## src/rtl/uart_rx_oversample.sv

```systemverilog
// UART receiver with 16x oversampling, majority-filtered input and 7/8-bit, optional-parity framing.
// Delivers bytes to a holding register (rxrdy handshake) or as a one-clk FIFO write strobe.
module uart_rx_oversample #(
   parameter int unsigned RX_FIFO = 0
) (
   input  logic       clk,
   input  logic       aresetn,
   input  logic       baud_clock,
   input  logic       rx,
   input  logic       bit8,
   input  logic       parity_en,
   input  logic       odd_n_even,
   input  logic       read_rx_byte,
   input  logic       clear_err,
   input  logic       fifo_full,
   output logic [7:0] rx_dout,
   output logic       rxrdy,
   output logic       fifo_write_n,
   output logic       parity_err,
   output logic       framing_err,
   output logic       overflow
);

   localparam int unsigned CNT_W  = 4;
   localparam int unsigned BIT_W  = 3;
   localparam int unsigned DATA_W = 8;

   typedef enum logic [2:0] {
      S_IDLE,
      S_START,
      S_DATA,
      S_PARITY,
      S_STOP
   } state_t;

   state_t              r_state;
   logic [CNT_W-1:0]    r_cnt;
   logic [BIT_W-1:0]    r_bitcnt;
   logic [DATA_W-1:0]   r_shift;
   logic                r_perr;
   logic                r_armed;
   logic                r_rx_meta;
   logic                r_rx_sync;
   logic [2:0]          r_taps;
   logic [DATA_W-1:0]   r_rx_dout;
   logic                r_rxrdy;
   logic                r_fifo_write_n;
   logic                r_parity_err;
   logic                r_framing_err;
   logic                r_overflow;

   logic                w_rx_f;
   logic                w_last_bit;
   logic                w_mid;

   // Synchronizer and taps reset low so the receiver cannot arm until the line is seen high.
   always_ff @(posedge clk or negedge aresetn) begin
      if (!aresetn) begin
         r_rx_meta <= 1'b0;
         r_rx_sync <= 1'b0;
         r_taps    <= 3'b000;
      end else begin
         r_rx_meta <= rx;
         r_rx_sync <= r_rx_meta;
         if (baud_clock) begin
            r_taps <= {r_taps[1:0], r_rx_sync};
         end
      end
   end

   assign w_rx_f     = (r_taps[0] & r_taps[1]) | (r_taps[0] & r_taps[2]) | (r_taps[1] & r_taps[2]);
   assign w_last_bit = bit8 ? (r_bitcnt == BIT_W'(7)) : (r_bitcnt == BIT_W'(6));
   assign w_mid      = (r_cnt == CNT_W'(15));

   // Frame FSM; later assignments in the same clk take priority over the clears above them.
   always_ff @(posedge clk or negedge aresetn) begin
      if (!aresetn) begin
         r_state        <= S_IDLE;
         r_cnt          <= '0;
         r_bitcnt       <= '0;
         r_shift        <= '0;
         r_perr         <= 1'b0;
         r_armed        <= 1'b0;
         r_rx_dout      <= '0;
         r_rxrdy        <= 1'b0;
         r_fifo_write_n <= 1'b1;
         r_parity_err   <= 1'b0;
         r_framing_err  <= 1'b0;
         r_overflow     <= 1'b0;
      end else begin
         r_fifo_write_n <= 1'b1;
         if (read_rx_byte && (RX_FIFO == 0)) begin
            r_rxrdy <= 1'b0;
         end
         if (clear_err) begin
            r_parity_err  <= 1'b0;
            r_framing_err <= 1'b0;
            r_overflow    <= 1'b0;
         end
         if (baud_clock) begin
            if (w_rx_f) begin
               r_armed <= 1'b1;
            end
            case (r_state)
               S_IDLE: begin
                  if (r_armed && !w_rx_f) begin
                     r_state <= S_START;
                     r_cnt   <= '0;
                  end
               end
               S_START: begin
                  if (r_cnt == CNT_W'(7)) begin
                     if (!w_rx_f) begin
                        r_state  <= S_DATA;
                        r_cnt    <= '0;
                        r_bitcnt <= '0;
                        r_shift  <= '0;
                     end else begin
                        r_state <= S_IDLE;
                     end
                  end else begin
                     r_cnt <= r_cnt + CNT_W'(1);
                  end
               end
               S_DATA: begin
                  r_cnt <= r_cnt + CNT_W'(1);
                  if (w_mid) begin
                     r_shift[r_bitcnt] <= w_rx_f;
                     r_bitcnt          <= r_bitcnt + BIT_W'(1);
                     if (w_last_bit) begin
                        r_state <= parity_en ? S_PARITY : S_STOP;
                     end
                  end
               end
               S_PARITY: begin
                  r_cnt <= r_cnt + CNT_W'(1);
                  if (w_mid) begin
                     r_perr  <= w_rx_f ^ odd_n_even ^ (^r_shift);
                     r_state <= S_STOP;
                  end
               end
               S_STOP: begin
                  r_cnt <= r_cnt + CNT_W'(1);
                  if (w_mid) begin
                     r_state <= S_IDLE;
                     if (!w_rx_f) begin
                        r_framing_err <= 1'b1;
                     end
                     if (parity_en && r_perr) begin
                        r_parity_err <= 1'b1;
                     end
                     if (RX_FIFO == 0) begin
                        // A read in the same clk frees the holding register for this byte.
                        if (!r_rxrdy || read_rx_byte) begin
                           r_rx_dout <= r_shift;
                           r_rxrdy   <= 1'b1;
                        end else begin
                           r_overflow <= 1'b1;
                        end
                     end else begin
                        if (!fifo_full) begin
                           r_rx_dout      <= r_shift;
                           r_fifo_write_n <= 1'b0;
                        end else begin
                           r_overflow <= 1'b1;
                        end
                     end
                  end
               end
               default: begin
                  r_state <= S_IDLE;
               end
            endcase
         end
      end
   end

   assign rx_dout      = r_rx_dout;
   assign rxrdy        = r_rxrdy;
   assign fifo_write_n = r_fifo_write_n;
   assign parity_err   = r_parity_err;
   assign framing_err  = r_framing_err;
   assign overflow     = r_overflow;

endmodule

```

## config.mk

```make
export PLATFORM = sky130hd
export DESIGN_NAME = uart_rx_oversample
export DESIGN_NICKNAME = d
export VERILOG_FILES = /design/src/rtl/uart_rx_oversample.sv
export SDC_FILE = /design/constraint.sdc
export NUM_CORES = 1
export LEC_CHECK = 0
export CORE_ASPECT_RATIO = 1.1
export CORE_UTILIZATION = 59
export DETAILED_ROUTE_END_ITERATION = 8
export PLACE_DENSITY = 0.84
export SETUP_SLACK_MARGIN = 0.4
export SLEW_MARGIN = 25
export SYNTH_ARGS = -nofsm -noshare
export SYNTH_HDL_FRONTEND = slang
export SYNTH_SLANG_ARGS = --single-unit
```

## constraint.sdc

```tcl
create_clock -name clk -period 4.8 [get_ports clk]
set_input_delay 0.72 -clock clk [delete_from_list [all_inputs] [get_ports clk]]
set_output_delay 0.72 -clock clk [all_outputs]
set_load 0.01 [all_outputs]
```

==> Word-level counts from Yosys, hierarchy flattened <==
Index checks and enable logic that the tools add are counted.
{ "classes": {"eq_ne": 16, "n_lt_le_gt_ge": 2, "addsub": 2, "mul": 0, "shifts": 0, "n_mux": 45, "n_reduce_logical": 17, "n_bitwise": 7, "div_mod_pow": 0} }
{ "ops": {"columns": ["op", "n"], "rows": [
  ["3-bit 2-to-1 mux", 10],
  ["8-bit 2-to-1 mux", 3],
  ["1-bit 2-to-1 mux", 22],
  ["8-bit one-hot mux with 2 select lines", 1],
  ["3-bit one-hot mux with 5 select lines", 1],
  ["2-bit != test (second input constant)", 7],
  ["4-bit 2-to-1 mux", 3],
  ["4-bit one-hot mux with 3 select lines", 1],
  ["3-bit == test (second input constant)", 3],
  ["8-bit bitwise mux", 1],
  ["4-bit AND reduction", 2],
  ["8-bit parity", 1],
  ["7-bit AND reduction", 1],
  ["3-bit by 2-bit == test with 1-bit output (second input constant)", 2],
  ["3-bit one-hot mux with 2 select lines", 1],
  ["5-bit AND reduction", 1],
  ["4-bit by 1-bit adder with 4-bit output (second input constant)", 1],
  ["4-bit by 3-bit == test with 1-bit output (second input constant)", 1],
  ["4-bit == test (second input constant)", 1],
  ["3-bit by 4-bit less-than comparator with 1-bit output (second input constant)", 1],
  ["3-bit by 1-bit adder with 3-bit output (second input constant)", 1],
  ["1-bit AND", 3],
  ["1-bit demux with 3-bit select", 1],
  ["3-bit by 1-bit == test with 1-bit output (second input constant)", 1],
  ["14 further kinds", 19]
]} }
{ "totals": {"latch_bits": 0, "out_inout_bits": 13, "elab_cells": 103, "n_memories": 0, "register_bits": 37, "rom_bits": 0, "mem_bits_rw": 0, "inputBits": 10} }

==> Logic depth before layout (Yosys ltp) <==
{ "depth": {"depth_word": 7, "ltp_mapped": 7} }

==> Worst setup path after synthesis <==
No wires, ideal clock.
{ "synth_path": {"path_kind": "register to register", "startpoint": "register r_cnt[0]", "endpoint": "register r_state[0]", "required_time_ns": 4.675, "path_slack_ns": 3.072, "period_less_slack_ns": 1.728, "stages_incl_launch_ff": 7, "n_path_buf": 0, "arrival_ns": 1.604, "cell_sequence": "dfrtp_1 ha_1 and3b_1 a211oi_1 o21ai_0 nand4_1 mux2_2"} }
{ "synth_between": {"elab_chain_len": 3, "elab_cells_between_ends": 7} }
{ "synth_rtl": {"columns": ["item", "line_no", "text"], "rows": [
  ["start: declaration", "37", "logic [CNT_W-1:0] r_cnt;"],
  ["start signal: assignment", "122", "r_cnt <= r_cnt + CNT_W'(1);"],
  ["start signal: assignment", "126", "r_cnt <= r_cnt + CNT_W'(1);"],
  ["start signal: assignment", "136", "r_cnt <= r_cnt + CNT_W'(1);"],
  ["4-bit by 3-bit == test with 1-bit output / 4-bit == test (equally long branches)", "112, 73", null],
  ["2-bit != test (no line)", null, null],
  ["7-bit AND reduction (no line) (*)", null, null],
  ["end signal: assignment", "131", "r_state <= parity_en ? S_PARITY : S_STOP;"],
  ["end: declaration", "36", "state_t r_state;"]
]} }
Mark *: on every way between the ends. The rest lies on a longest branch, timed or not.
A chain may end at the register's enable or synchronous reset.

==> Worst setup path after layout <==
{ "layout_path": {"startpoint": "input port baud_clock", "endpoint": "register r_rx_dout[1] (netlist: rx_dout[1])"} }
{ "layout_between": {"elab_chain_len": 1} }
{ "layout_rtl": {"columns": ["item", "line_no", "text"], "rows": [
  ["start: declaration", "8", "input logic baud_clock,"],
  ["4-bit AND reduction (no line)", null, null],
  ["end signal: assignment", "155", "r_rx_dout <= r_shift;"],
  ["end signal: assignment", "162", "r_rx_dout <= r_shift;"],
  ["end: declaration", "45", "logic [DATA_W-1:0] r_rx_dout;"]
]} }
Every way passes these cells.

==> flow_results.org <==
** Floorplan
- In this run the count of I/O pins placed on the die edge is 23.
- Die extent in y :: 61.41 um
- The floorplan has 21 rows.
- From left edge to right edge, the die measures 56.01 um.
- In this run the standard cell core region covers 3048 um2.
- The floorplan step defined a die boundary enclosing 3440 um2.
- The initial utilization of the core area, before any placement, comes to 62.11%.

** Clock network
- After clock tree synthesis, the setup repair step added 0 buffers.
- Buffer depth of the longest clock path :: 2
- Once the clock tree was built, the resizer swapped 0 gates to a different size.
- Hold repair after CTS inserted 0 buffers.
- Cts bufs inserted :: 5
- Clock insertion delay at the later pin of the skew report :: 0.34 ns
- Number of clock sinks :: 37
- TritonCTS clock tree :: done
- Total number of H-tree levels :: 2
- Buffer cell driving the clock tree root :: sky130_fd_sc_hd__clkbuf_4
- After clock tree synthesis, the clock-pin slew on the worst setup and hold paths is 0.10 ns.

** Synth
- The top cell type by area accounts for 48.91% of the synthesized area.
- By area the synthesized netlist is led by sky130_fd_sc_hd__dfrtp_1 (49%), sky130_fd_sc_hd__mux2_2 (7.7%), sky130_fd_sc_hd__o21ai_0 (5.6%), sky130_fd_sc_hd__xnor2_1 (3.2%), sky130_fd_sc_hd__nand2_1 (2.4%).
- Synthesis produced a netlist with a net count of 188.
- Among all cell types in the netlist, the one instantiated most often is sky130_fd_sc_hd__dfrtp_1.
- Number of cells produced by synthesis :: 176
- A synthesized cell averages 10.76 um2.
- For this run, the number of Yosys warnings is 0.
- After synthesis, the share of flip-flops with an asynchronous set or reset is 100.0%.
- EDFF count, synth :: 0
- Yosys reg bits :: 37
- Yosys cell types :: 47
- The largest total area in the synthesized netlist belongs to sky130_fd_sc_hd__dfrtp_1.
- Post-synthesis instance area :: 1893 um2
- Sequential elements use 48.91% of the synthesized area.
- Primary FF master, synth :: sky130_fd_sc_hd__dfrtp_1
- By count the netlist is led by sky130_fd_sc_hd__dfrtp_1 (37), sky130_fd_sc_hd__o21ai_0 (21), sky130_fd_sc_hd__mux2_2 (13), sky130_fd_sc_hd__nand2_1 (12).

** STA
- Maximum clock frequency :: 0.4252 GHz
- Fin worst setup slack :: 2.448 ns
- Count of endpoints failing hold in the final timing report :: 0
- Period minus WS final :: 2.352 ns
- After routing, the total negative slack on setup checks comes to 0 ns.
- Setup repair after global routing missed its margin :: false
- At the pin with the least slew margin, the transition time is 0.5621 ns.
- Finish-stage setup viols :: 0
- Worst setup skew after layout :: 0.01048 ns
- Max_slew headroom :: 62.41%
- The max-slew violation count came to 0.
- Smallest hold slack :: 0.3614 ns
- Fraction of the cycle the final worst path needs :: 48.99%

** Placed design
- Port-buffer cells :: 20
- Worst setup slack after placement :: 2.072 ns
- Placed cell count :: 221
- Routability-driven placement finished with a final weighted congestion of 0.8850.
- Detailed Place HPWL :: 2.478 mm

** Outcome
- The run finished with clean final reports.

** Drt
- Iteration-0 DRC count of the detailed router :: 51
- After detailed routing, the number of remaining DRC violations is 0.
- Routed WL :: 3.492 mm
- For this block, the via count after detailed routing is 1382.
- Mean routed wirelength per cell :: 15.25 um
- Number of iterations in the first detailed-routing pass :: 4
- Number of nets with antenna violations after detailed routing :: 0
- In the routed layout, each cell is associated on average with a via count of 6.035.

** Power
- Part of the power in registers :: 46.9%
- Internal power consumption :: 0.5755 mW
- Per report_power, the clock group accounts for 26.4% of the total.
- Final total power :: 0.8475 mW
- VDD sags by at most 0.3188 mV.
- The analysis attributes to net switching a power of 0.2720 mW.
- Relative contribution of combinational cells to total power :: 26.7%
- Net switching is 32.09% of the power.
- Summed over all cells, the static leakage comes to 0.9343 nW.
- Power density over cell area :: 392.4 nW/um2

** Global routing
- Tot GR Track Use :: 23.13%
- Entering global routing, the biggest net connects 38 pins.
- For this run the aggregate overflow at the end of global routing stands at 0.
- Vias in the first global route :: 1359
- First-pass GRT wire length :: 5.989 mm
- Number of antenna violations at the first check in global routing :: 0

** Finish
- P&R area growth vs syn :: 14.08%
- Of the cells placed in the final design, the portion with a size suffix greater than 1 is 15.38%.
- At the end of the flow, the number of nets in the layout was 206.
- Number of non-filler instances in the completed layout :: 229
- Diode count :: 0

** Worst setup path
- Critical Path Source Type :: input port
- For the worst setup path, the data arrival time is 2.58 ns.
- The critical path is of the input port to flop type.
- Data on the critical path is required at its endpoint by 5.03 ns.
- Crit Path Max Fanout :: 13
- The worst setup path is captured at a flop.

** Hold path
- The tightest min-delay check is of the flop to flop type.

** Flow run
- Number of max-cap violations :: 0
-- cells by family (layout without fill, tap and decap cells) --
family	Yosys count	count (layout)	share of synthesized area, %
AOI/OAI and AO/OA	47	47	16.13
and+or+nand+nor	46	46	14.14
DFF	37	37	48.91
buffers and inverters	17	36	5.023
muxes	15	15	9.055
xor gates and xnor gates	10	10	4.627
adders and majority gates	3	3	1.916
other	1	1	0.1981
-- cells in the final DEF, fill, tap and decap left out, types with 3 or more instances in the layout --
cell type,n
sky130_fd_sc_hd__mux2_2,13
sky130_fd_sc_hd__clkbuf_4,5
sky130_fd_sc_hd__xnor2_1,7
sky130_fd_sc_hd__inv_1,7
sky130_fd_sc_hd__clkdlybuf4s50_1,20
sky130_fd_sc_hd__nand2_1,12
sky130_fd_sc_hd__o22ai_1,4
sky130_fd_sc_hd__o21ai_0,21
sky130_fd_sc_hd__nand3_1,4
sky130_fd_sc_hd__a31oi_1,4
sky130_fd_sc_hd__nor3_1,3
sky130_fd_sc_hd__o21ai_1,3
sky130_fd_sc_hd__xor2_1,3
sky130_fd_sc_hd__o31ai_1,3
sky130_fd_sc_hd__dfrtp_1,37
sky130_fd_sc_hd__nor2_1,6
-- power groups by stage --
stage                     combinational [mW]  clock (mW)  sequential [mW]
after global routing                   0.253       0.243            0.406
after CTS                              0.226       0.229            0.396
after global placement                 0.214           0            0.398
after detailed placement               0.224           0            0.402
after floorplan                        0.217           0            0.371
final                                  0.226       0.224            0.398
-- metrics by stage --
stage	util (%)	instance area, um2
after floorplan	-	1893
after global placement	68.06	2074
after detailed placement	68.06	2074
after CTS	70.85	2160
after global routing	70.85	2160
final	70.85	2160
-- worst paths after layout --
kind                                  from          to  slack (ns)  cells past startpoint
min in group asynchronous          aresetn  parity_err        0.78                      2
worst min-delay path             r_rx_meta   r_rx_sync        0.36                      0
max in group asynchronous          aresetn     r_armed        3.69                      2
worst min register to register   r_rx_meta   r_rx_sync        0.36                      0
worst max-delay path            baud_clock  rx_dout[1]        2.45                      4
worst max register to register  r_state[0]  rx_dout[1]        2.76                      4
-- critical path, cell delays in order --
cell and delay (ns):
sky130_fd_sc_hd__clkdlybuf4s50_1 0.82, sky130_fd_sc_hd__nand3_2 0.23, sky130_fd_sc_hd__nor2b_2 0.41, sky130_fd_sc_hd__mux2_2 0.39
-- registers in the layout, summed over array words and instances (netlist names) --
register     count
r_cnt            4
r_bitcnt         3
r_perr           1
rxrdy            1
rx_dout          8
r_rx_meta        1
r_rx_sync        1
parity_err       1
framing_err      1
r_armed          1
r_taps           3
overflow         1
r_state          3
r_shift          8
-- per-layer routing --
layer | global-route usage (%) | up-vias | wire length, um
met5 | 0 | - | 0
met4 | 11.15 | 0 | 80
li1 | - | 664 | -
met1 | 27.11 | 676 | 1485
met2 | 41.84 | 35 | 1789
met3 | 4.622 | 7 | 137
-- cell type report --
class	count	area [um2]
Multi-Input combinational cell	122	872.1
Clock inverter	1	30.03
Inverter	7	26.28
Fill cell	223	888.4
Clock buffer	7	55.05
Timing Repair Buffer	21	207.7
Sequential cell	37	925.9
Tap cell	34	42.54
No activity file was read; power rests on OpenSTA's default activity.
